$ cat config.mk
export PLATFORM = sky130hd
export DESIGN_NAME = uart_tx_buffered
export DESIGN_NICKNAME = d
export VERILOG_FILES = /design/src/rtl/uart_pkg.sv /design/src/rtl/uart_byte_fifo.sv /design/src/rtl/uart_tx_buffered.sv
export SDC_FILE = /design/constraint.sdc
export NUM_CORES = 1
export LEC_CHECK = 0
export ABC_AREA = 1
export CAP_MARGIN = 20
export CORE_ASPECT_RATIO = 0.75
export CORE_UTILIZATION = 45
export CTS_BUF_LIST = sky130_fd_sc_hd__clkbuf_8
export DETAILED_ROUTE_END_ITERATION = 8
export PLACE_DENSITY_LB_ADDON = 0.3
export REMOVE_ABC_BUFFERS = 1
export SYNTH_ARGS = -nofsm -noshare
export SYNTH_HDL_FRONTEND = slang
export SYNTH_SLANG_ARGS = --single-unit
$ cat constraint.sdc
create_clock -name clk -period 3.6 [get_ports clk]
set_input_delay 0.36 -clock clk [delete_from_list [all_inputs] [get_ports clk]]
set_output_delay 0.36 -clock clk [all_outputs]
set_load 0.01 [all_outputs]
$ cat src/rtl/uart_pkg.sv
// ---------------------------------------------------------------------------
// uart_pkg
// Shared UART definitions used by the transmit and receive blocks:
//   - baud_div()     : clock-cycles-per-bit for the 3-bit baud_set encoding
//   - PAR_*          : parity mode encodings for the PARITY parameter
//   - tx_state_e     : transmit serialiser FSM states
// ---------------------------------------------------------------------------
package uart_pkg;

    localparam int PAR_NONE = 0;
    localparam int PAR_EVEN = 1;
    localparam int PAR_ODD  = 2;

    typedef enum logic [2:0] {
        TX_IDLE,
        TX_START,
        TX_DATA,
        TX_PARITY,
        TX_STOP
    } tx_state_e;

    // Cycles per bit, rounded to nearest: (clk_freq + baud/2) / baud.
    // Always called with constant arguments so it folds to a constant.
    function automatic int unsigned baud_div(input logic [2:0]  baud_set,
                                             input int unsigned clk_freq);
        int unsigned baud;
        case (baud_set)
            3'd0:    baud = 9600;
            3'd1:    baud = 19200;
            3'd2:    baud = 38400;
            3'd3:    baud = 57600;
            3'd4:    baud = 115200;
            3'd5:    baud = 230400;
            3'd6:    baud = 460800;
            default: baud = 921600;
        endcase
        return (clk_freq + baud / 2) / baud;
    endfunction

endpackage

$ cat src/rtl/uart_byte_fifo.sv
// ---------------------------------------------------------------------------
// uart_byte_fifo
// Synchronous byte FIFO with show-ahead read data (o_rd_data always shows the
// oldest entry; i_rd_en just advances past it).
// Ports:
//   clk, rst_n  : clock, asynchronous active-low reset (flushes the FIFO)
//   i_wr_en     : push i_wr_data (ignored while full)
//   i_rd_en     : pop the head entry (ignored while empty)
//   o_rd_data   : head entry
//   o_full      : o_level == DEPTH
//   o_empty     : o_level == 0
//   o_level     : number of stored entries
// ---------------------------------------------------------------------------
module uart_byte_fifo #(
    parameter int DEPTH = 16
) (
    input  logic                     clk,
    input  logic                     rst_n,
    input  logic                     i_wr_en,
    input  logic [7:0]               i_wr_data,
    input  logic                     i_rd_en,
    output logic [7:0]               o_rd_data,
    output logic                     o_full,
    output logic                     o_empty,
    output logic [$clog2(DEPTH):0]   o_level
);

    localparam int            AW       = $clog2(DEPTH);
    localparam logic [AW:0]   FULL_LVL = (AW + 1)'(DEPTH);

    logic [7:0]    r_mem [DEPTH];
    logic [AW-1:0] r_wr_ptr;
    logic [AW-1:0] r_rd_ptr;
    logic [AW:0]   r_level;
    logic          w_wr;
    logic          w_rd;

    assign w_wr = i_wr_en && !o_full;
    assign w_rd = i_rd_en && !o_empty;

    // NOTE: storage has no reset; a flush only clears pointers and level, and
    // stale bytes are never visible because o_empty gates every read.
    always_ff @(posedge clk) begin
        if (w_wr) begin
            r_mem[r_wr_ptr] <= i_wr_data;
        end
    end

    // NOTE: state registers use non-blocking assignments so every flop samples
    // pre-edge values regardless of statement order.
    always_ff @(posedge clk or negedge rst_n) begin
        if (!rst_n) begin
            r_wr_ptr <= '0;
            r_rd_ptr <= '0;
            r_level  <= '0;
        end else begin
            // Pointers wrap naturally; the level counter separates full from empty.
            if (w_wr) r_wr_ptr <= r_wr_ptr + AW'(1);
            if (w_rd) r_rd_ptr <= r_rd_ptr + AW'(1);
            case ({w_wr, w_rd})
                2'b10:   r_level <= r_level + (AW + 1)'(1);
                2'b01:   r_level <= r_level - (AW + 1)'(1);
                default: r_level <= r_level;
            endcase
        end
    end

    assign o_rd_data = r_mem[r_rd_ptr];
    assign o_full    = (r_level == FULL_LVL);
    assign o_empty   = (r_level == '0);
    assign o_level   = r_level;

endmodule

$ cat src/rtl/uart_tx_buffered.sv
// ---------------------------------------------------------------------------
// uart_tx_buffered
// Buffered UART transmitter: bytes enter a FIFO over a valid/ready handshake
// and are serialised as 8N1 / 8E1 / 8O1 frames, LSB first, on tx_dout.
// Ports:
//   clk, rst_n  : clock, asynchronous active-low reset
//   baud_set    : bit-rate select, sampled when a byte is popped
//   tx_din      : byte to send
//   tx_vld      : tx_din valid; accepted when tx_vld && tx_rdy
//   tx_rdy      : FIFO not full
//   tx_dout     : serial line, idle high (registered)
//   busy        : FIFO non-empty or a frame in progress
//   fifo_level  : bytes buffered, excluding the one in the shifter
//   overflow    : high in any cycle that tx_vld is asserted while full
// ---------------------------------------------------------------------------
module uart_tx_buffered
    import uart_pkg::*;
#(
    parameter int unsigned CLK_FREQ   = 50_000_000,
    parameter int          FIFO_DEPTH = 16,
    parameter int          PARITY     = PAR_NONE
) (
    input  logic                          clk,
    input  logic                          rst_n,
    input  logic [2:0]                    baud_set,
    input  logic [7:0]                    tx_din,
    input  logic                          tx_vld,
    output logic                          tx_rdy,
    output logic                          tx_dout,
    output logic                          busy,
    output logic [$clog2(FIFO_DEPTH):0]   fifo_level,
    output logic                          overflow
);

    // Slowest rate has the largest divisor; size the bit counter for it.
    localparam int DIV_W = $clog2(baud_div(3'd0, CLK_FREQ) + 1);

    tx_state_e          r_state, w_state_nxt;
    logic [DIV_W-1:0]   r_baud_cnt, w_baud_cnt_nxt;
    logic [DIV_W-1:0]   r_div, w_div_nxt;
    logic [7:0]         r_shift, w_shift_nxt;
    logic [2:0]         r_bit_idx, w_bit_idx_nxt;
    logic               r_par, w_par_nxt;
    logic               r_tx, w_tx_nxt;

    logic               w_pop;
    logic               w_bit_end;
    logic [DIV_W-1:0]   w_div_sel;
    logic [7:0]         w_fifo_data;
    logic               w_fifo_full;
    logic               w_fifo_empty;

    uart_byte_fifo #(
        .DEPTH      (FIFO_DEPTH)
    ) u_fifo (
        .clk        (clk),
        .rst_n      (rst_n),
        .i_wr_en    (tx_vld && !w_fifo_full),
        .i_wr_data  (tx_din),
        .i_rd_en    (w_pop),
        .o_rd_data  (w_fifo_data),
        .o_full     (w_fifo_full),
        .o_empty    (w_fifo_empty),
        .o_level    (fifo_level)
    );

    // Divisor lookup; each call has constant arguments, so this is a mux of
    // eight constants rather than a divider.
    always_comb begin
        w_div_sel = DIV_W'(baud_div(3'd7, CLK_FREQ));
        for (int i = 0; i < 8; i++) begin
            if (baud_set == 3'(i)) begin
                w_div_sel = DIV_W'(baud_div(3'(i), CLK_FREQ));
            end
        end
    end

    assign w_bit_end = (r_baud_cnt == r_div - DIV_W'(1));

    // NOTE: every signal driven here gets a default first so no path through
    // the case can leave one unassigned and infer a latch.
    always_comb begin
        w_state_nxt    = r_state;
        w_baud_cnt_nxt = r_baud_cnt + DIV_W'(1);
        w_div_nxt      = r_div;
        w_shift_nxt    = r_shift;
        w_bit_idx_nxt  = r_bit_idx;
        w_par_nxt      = r_par;
        w_pop          = 1'b0;

        case (r_state)
            TX_IDLE: begin
                w_baud_cnt_nxt = '0;
                if (!w_fifo_empty) w_pop = 1'b1;
            end
            TX_START: begin
                if (w_bit_end) begin
                    w_state_nxt    = TX_DATA;
                    w_baud_cnt_nxt = '0;
                    w_bit_idx_nxt  = '0;
                end
            end
            TX_DATA: begin
                if (w_bit_end) begin
                    w_baud_cnt_nxt = '0;
                    w_shift_nxt    = {1'b0, r_shift[7:1]};
                    w_bit_idx_nxt  = r_bit_idx + 3'd1;
                    if (r_bit_idx == 3'd7) begin
                        w_state_nxt = (PARITY == PAR_NONE) ? TX_STOP : TX_PARITY;
                    end
                end
            end
            TX_PARITY: begin
                if (w_bit_end) begin
                    w_state_nxt    = TX_STOP;
                    w_baud_cnt_nxt = '0;
                end
            end
            TX_STOP: begin
                if (w_bit_end) begin
                    w_baud_cnt_nxt = '0;
                    // Chain straight into the next start bit when data is waiting.
                    if (!w_fifo_empty) w_pop = 1'b1;
                    else               w_state_nxt = TX_IDLE;
                end
            end
            default: begin
                w_state_nxt = TX_IDLE;
            end
        endcase

        // Frame load: baud_set is captured here only, so a rate change never
        // disturbs a frame already on the line.
        if (w_pop) begin
            w_state_nxt    = TX_START;
            w_baud_cnt_nxt = '0;
            w_div_nxt      = w_div_sel;
            w_shift_nxt    = w_fifo_data;
            w_par_nxt      = (^w_fifo_data) ^ (PARITY == PAR_ODD);
        end

        // Line level for the next cycle, so tx_dout comes straight from a flop.
        case (w_state_nxt)
            TX_START:  w_tx_nxt = 1'b0;
            TX_DATA:   w_tx_nxt = w_shift_nxt[0];
            TX_PARITY: w_tx_nxt = w_par_nxt;
            default:   w_tx_nxt = 1'b1;
        endcase
    end

    always_ff @(posedge clk or negedge rst_n) begin
        if (!rst_n) begin
            r_state    <= TX_IDLE;
            r_baud_cnt <= '0;
            r_div      <= DIV_W'(1);
            r_shift    <= '0;
            r_bit_idx  <= '0;
            r_par      <= 1'b0;
            r_tx       <= 1'b1;
        end else begin
            r_state    <= w_state_nxt;
            r_baud_cnt <= w_baud_cnt_nxt;
            r_div      <= w_div_nxt;
            r_shift    <= w_shift_nxt;
            r_bit_idx  <= w_bit_idx_nxt;
            r_par      <= w_par_nxt;
            r_tx       <= w_tx_nxt;
        end
    end

    assign tx_dout  = r_tx;
    assign tx_rdy   = !w_fifo_full;
    assign overflow = tx_vld && w_fifo_full;
    assign busy     = !w_fifo_empty || (r_state != TX_IDLE);

endmodule
==> metrics.md <==
| Metric | Value |
|---|---|
| Synth top area cells | `edfxtp_1, dfrtp_1, nand2_1, nand3_1, inv_1` |
| Largest net degree at the start of global routing | `69` |
| Pleak | `4.44 nW` |
| Crit-path most repeated cell | `nand2_1` |
| Clk slew on worst S/H paths | `0.10 ns` |
| Via count | `6,450` |
| Power density over the cells | `767 nW/µm²` |
| Vias/cell | `5.04` |
| Final GP Congestion | `0.810` |
| Fin Clk Skew | `0.0152 ns` |
| Mux cell area share after synthesis | `0%` |
| Sinks on Clock Net | `183` |
| Final setup fails | `0` |
| Count of cell types in the netlist | `40` |
| Synth Area in Compound Gates | `2.84%` |
| Total core area | `19,300 µm²` |
| Largest family of logic cells by synthesized area | `simple AND/OR/NAND/NOR gates` |
| Most frequent cells after synthesis | `nand2_1, edfxtp_1, inv_1` |
| Peak supply drop | `0.433 mV` |
| Outcome | `complete, no violations` |
| Yosys warning count | `0` |
| Worst Path Required | `3.97 ns` |
| Clock latency at the later pin of the worst-skew pair | `0.46 ns` |
| Sequential fraction of the synthesis area | `58.8%` |
| Post-Route WL | `19,800 µm` |
| Max-Cap Viols | `0` |
| Buf+Inv Stages, Crit Path | `4` |
| Post-synthesis instance total | `984` |
| Post-synth EDFFs | `128` |
| Starting DRC count in detailed routing | `534` |
| Syn Std Cell Area | `8880 µm²` |
| Reg2Reg Launch Point | `r_div[0]` |
| Setup_tns | `0 ns` |
| GRT overflow | `0` |
| Vias in the first global route | `5,987` |
| # diodes | `0` |
| Total CTS buffers | `17` |
| Slowest CP cell | `dfstp_2` |
| Hold crit path type | `primary input to async pin` |
| Reg2reg path depth | `23` |
| Fin. max-slew vios | `0` |
| Critical path arrival | `3.72 ns` |
| # DRC | `0` |
| Finished Core Util | `51.3%` |
| Layout fillers | `1,731` |
| Largest area contributor in the netlist | `edfxtp_1` |
| CTS H-Tree Depth | `4` |
| R2r setup slk | `0.25 ns` |
| Die Height | `124 µm` |
| Die area | `20,300 µm²` |
| Area delta synth->final | `11.5%` |
| Clock period minus worst slack | `3.35 ns` |
| Synth Area in Adders | `1.69%` |
| CTS tree | `built` |
| Postcts setup bufs | `0` |
| Drt wl/cell | `15.5 µm` |
| Crit-path leading delay family | `simple AND/OR/NAND/NOR gates` |
| Initial antenna violation count | `0` |
| Crit Path Max Fanout | `6` |
| CTS root buf | `clkbuf_8` |
| Crit share post-route | `93.0%` |
| Die Wd | `164 µm` |
| Critical path class | `flop to flop` |
| Critical path's largest stage delay | `0.54 ns` |
| Io pins | `23` |
| Initial core utilization | `46.0%` |
| Post-synth top flop | `edfxtp_1` |
| Register area | `5220 µm²` |
| Multi-input gate area | `3050 µm²` |
| Share of layout cells above drive strength 1 | `8.48%` |
| Relative slew slack | `35.0%` |
| Startpoint Class | `flop` |
| Final Hold Fails | `0` |
| Crit-path cells | `inv_1 -> ha_1 -> inv_1 -> nand2_1 -> nand2_1 -> nand3_2 -> nor2_2 -> nand2_1 -> nor2_1 -> nand2_1 -> nor2_4 -> nand2_4 -> a21oi_4 -> ha_4 -> buf_4 -> nor2_1 -> nor2_2 -> inv_1 -> or2_4 -> o21ai_2 -> a21oi_1 -> o21ai_0 -> xor2_1` |
| Post-DP HPWL | `12,900 µm` |
| CTS max path bufs | `2` |
| Yosys reg bits | `183` |
| Worst Tran Pin Value | `0.975 ns` |
| GRT Util Overall | `21.0%` |
| First-pass GRT wire length | `31,700 µm` |
| Ys async rst share | `30.1%` |
| Count leader, synth | `nand2_1` |
| Final nets | `1,039` |
| Syn Area/Cell | `9.03 µm²` |
| XOR/XNOR Fraction of Synth Area | `2.76%` |
| Simple-gate area share of the yosys netlist | `26.6%` |
| # port buffers | `22` |
| Remaining antenna violation count | `0` |
| Fmax | `299 MHz` |
| Synth top area share | `43.3%` |
| TritonRoute pass-1 iters | `5` |
| Row Count | `44` |
| Critical path endpoint category | `flop` |
| RR Endpoint | `u_fifo.o_level[4]` |
## layer usage
metal  part of all wire [%]  GRT usage (%)  up-vias  routed length, µm
met4                    1.1           5.90        0                225
met3                    6.0           4.46       13               1200
met1                     52           32.8     3041              10200
li1                       -              -     3220                  -
met2                     41           29.0      176               8150
met5                      0              0        -                  0
## placed cells by master (no fill, tap or decap), drive strengths merged, types with 12 or more instances in the layout
master           n
dfrtp           53
edfxtp         128
nor2            79
nand3          121
inv            140
o21ai           23
xor2            21
nand2          331
clkdlybuf4s50   21
buf             20
ha              12
clkbuf          19
## worst reg2reg max path: cells and delay by family, from the launching register on
kind,cells,cell delay [ns]
AOI/OAI and AO/OA,4,0.51
adders and majority gates,2,0.46
xor gates and xnor gates,1,0.18
buffers and inverters,4,0.34
and+or+nand+nor,12,1.23
DFF,1,0.54
## final cells by class
| class | instances | share of cell area, % |
|---|---|---|
| Sequential cell | 183 | 52.7 |
| Clock buffer | 19 | 2.64 |
| Multi-Input combinational cell | 636 | 30.7 |
| Tap cell | 253 | 3.19 |
| Inverter | 134 | 5.08 |
| Clock inverter | 13 | 1.88 |
| Timing Repair Buffer | 41 | 3.74 |
## power breakdown
group	internal, mW	leakage, nW	switching [mW]
Clock	0.804	0.235	0.754
Combinational	1.04	2.36	2.10
Sequential	2.65	1.84	0.254
## cells by family after synthesis
group           after synthesis
simple gates                553
flops                       183
fa+ha+maj                    12
xor+xnor                     28
buf+inv                     165
compound gates               43
## worst max-delay path by stage
stage | to | from | slack, ns | cells past startpoint
floorplan | u_fifo.o_level[4] | r_div[0] | -0.10 | 22
global placement | u_fifo.o_level[4] | r_div[0] | 0.26 | 22
detailed placement | u_fifo.o_level[4] | r_div[0] | 0.17 | 22
CTS | u_fifo.o_level[4] | r_div[0] | 0.14 | 22
global route | u_fifo.o_level[4] | r_div[0] | -0.05 | 23
finish | u_fifo.o_level[4] | r_div[0] | 0.25 | 23
## registers in the layout, indices dropped and copies added, names as in the netlist, 3 cells and up
signal           count
r_bit_idx            3
u_fifo.o_level       5
u_fifo.r_mem       128
r_div               13
r_baud_cnt          13
u_fifo.r_rd_ptr      4
r_shift              8
r_state              3
u_fifo.r_wr_ptr      4
## timing repair
action,in CTS,in global routing
endpoints found under the setup margin,0,1
hold buffers,0,0
resized for setup,0,10
## per-stage QoR
step / hold WS [ns] / cells / total power [mW] / cell area (µm²) / worst slack (ns)
after detailed placement: 0.464 / 1247 / 6.03 / 9420 / 0.173
after global routing: 0.0923 / 1279 / 8.21 / 9910 / -0.0528
after CTS: 0.0632 / 1279 / 7.60 / 9870 / 0.140
after global placement: 0.458 / 1247 / 5.97 / 9420 / 0.265
final: 0.0619 / 1279 / 7.60 / 9910 / 0.253
after floorplan: 0.0644 / 953 / 5.07 / 8730 / -0.103
(Power assumes the default switching activity.)
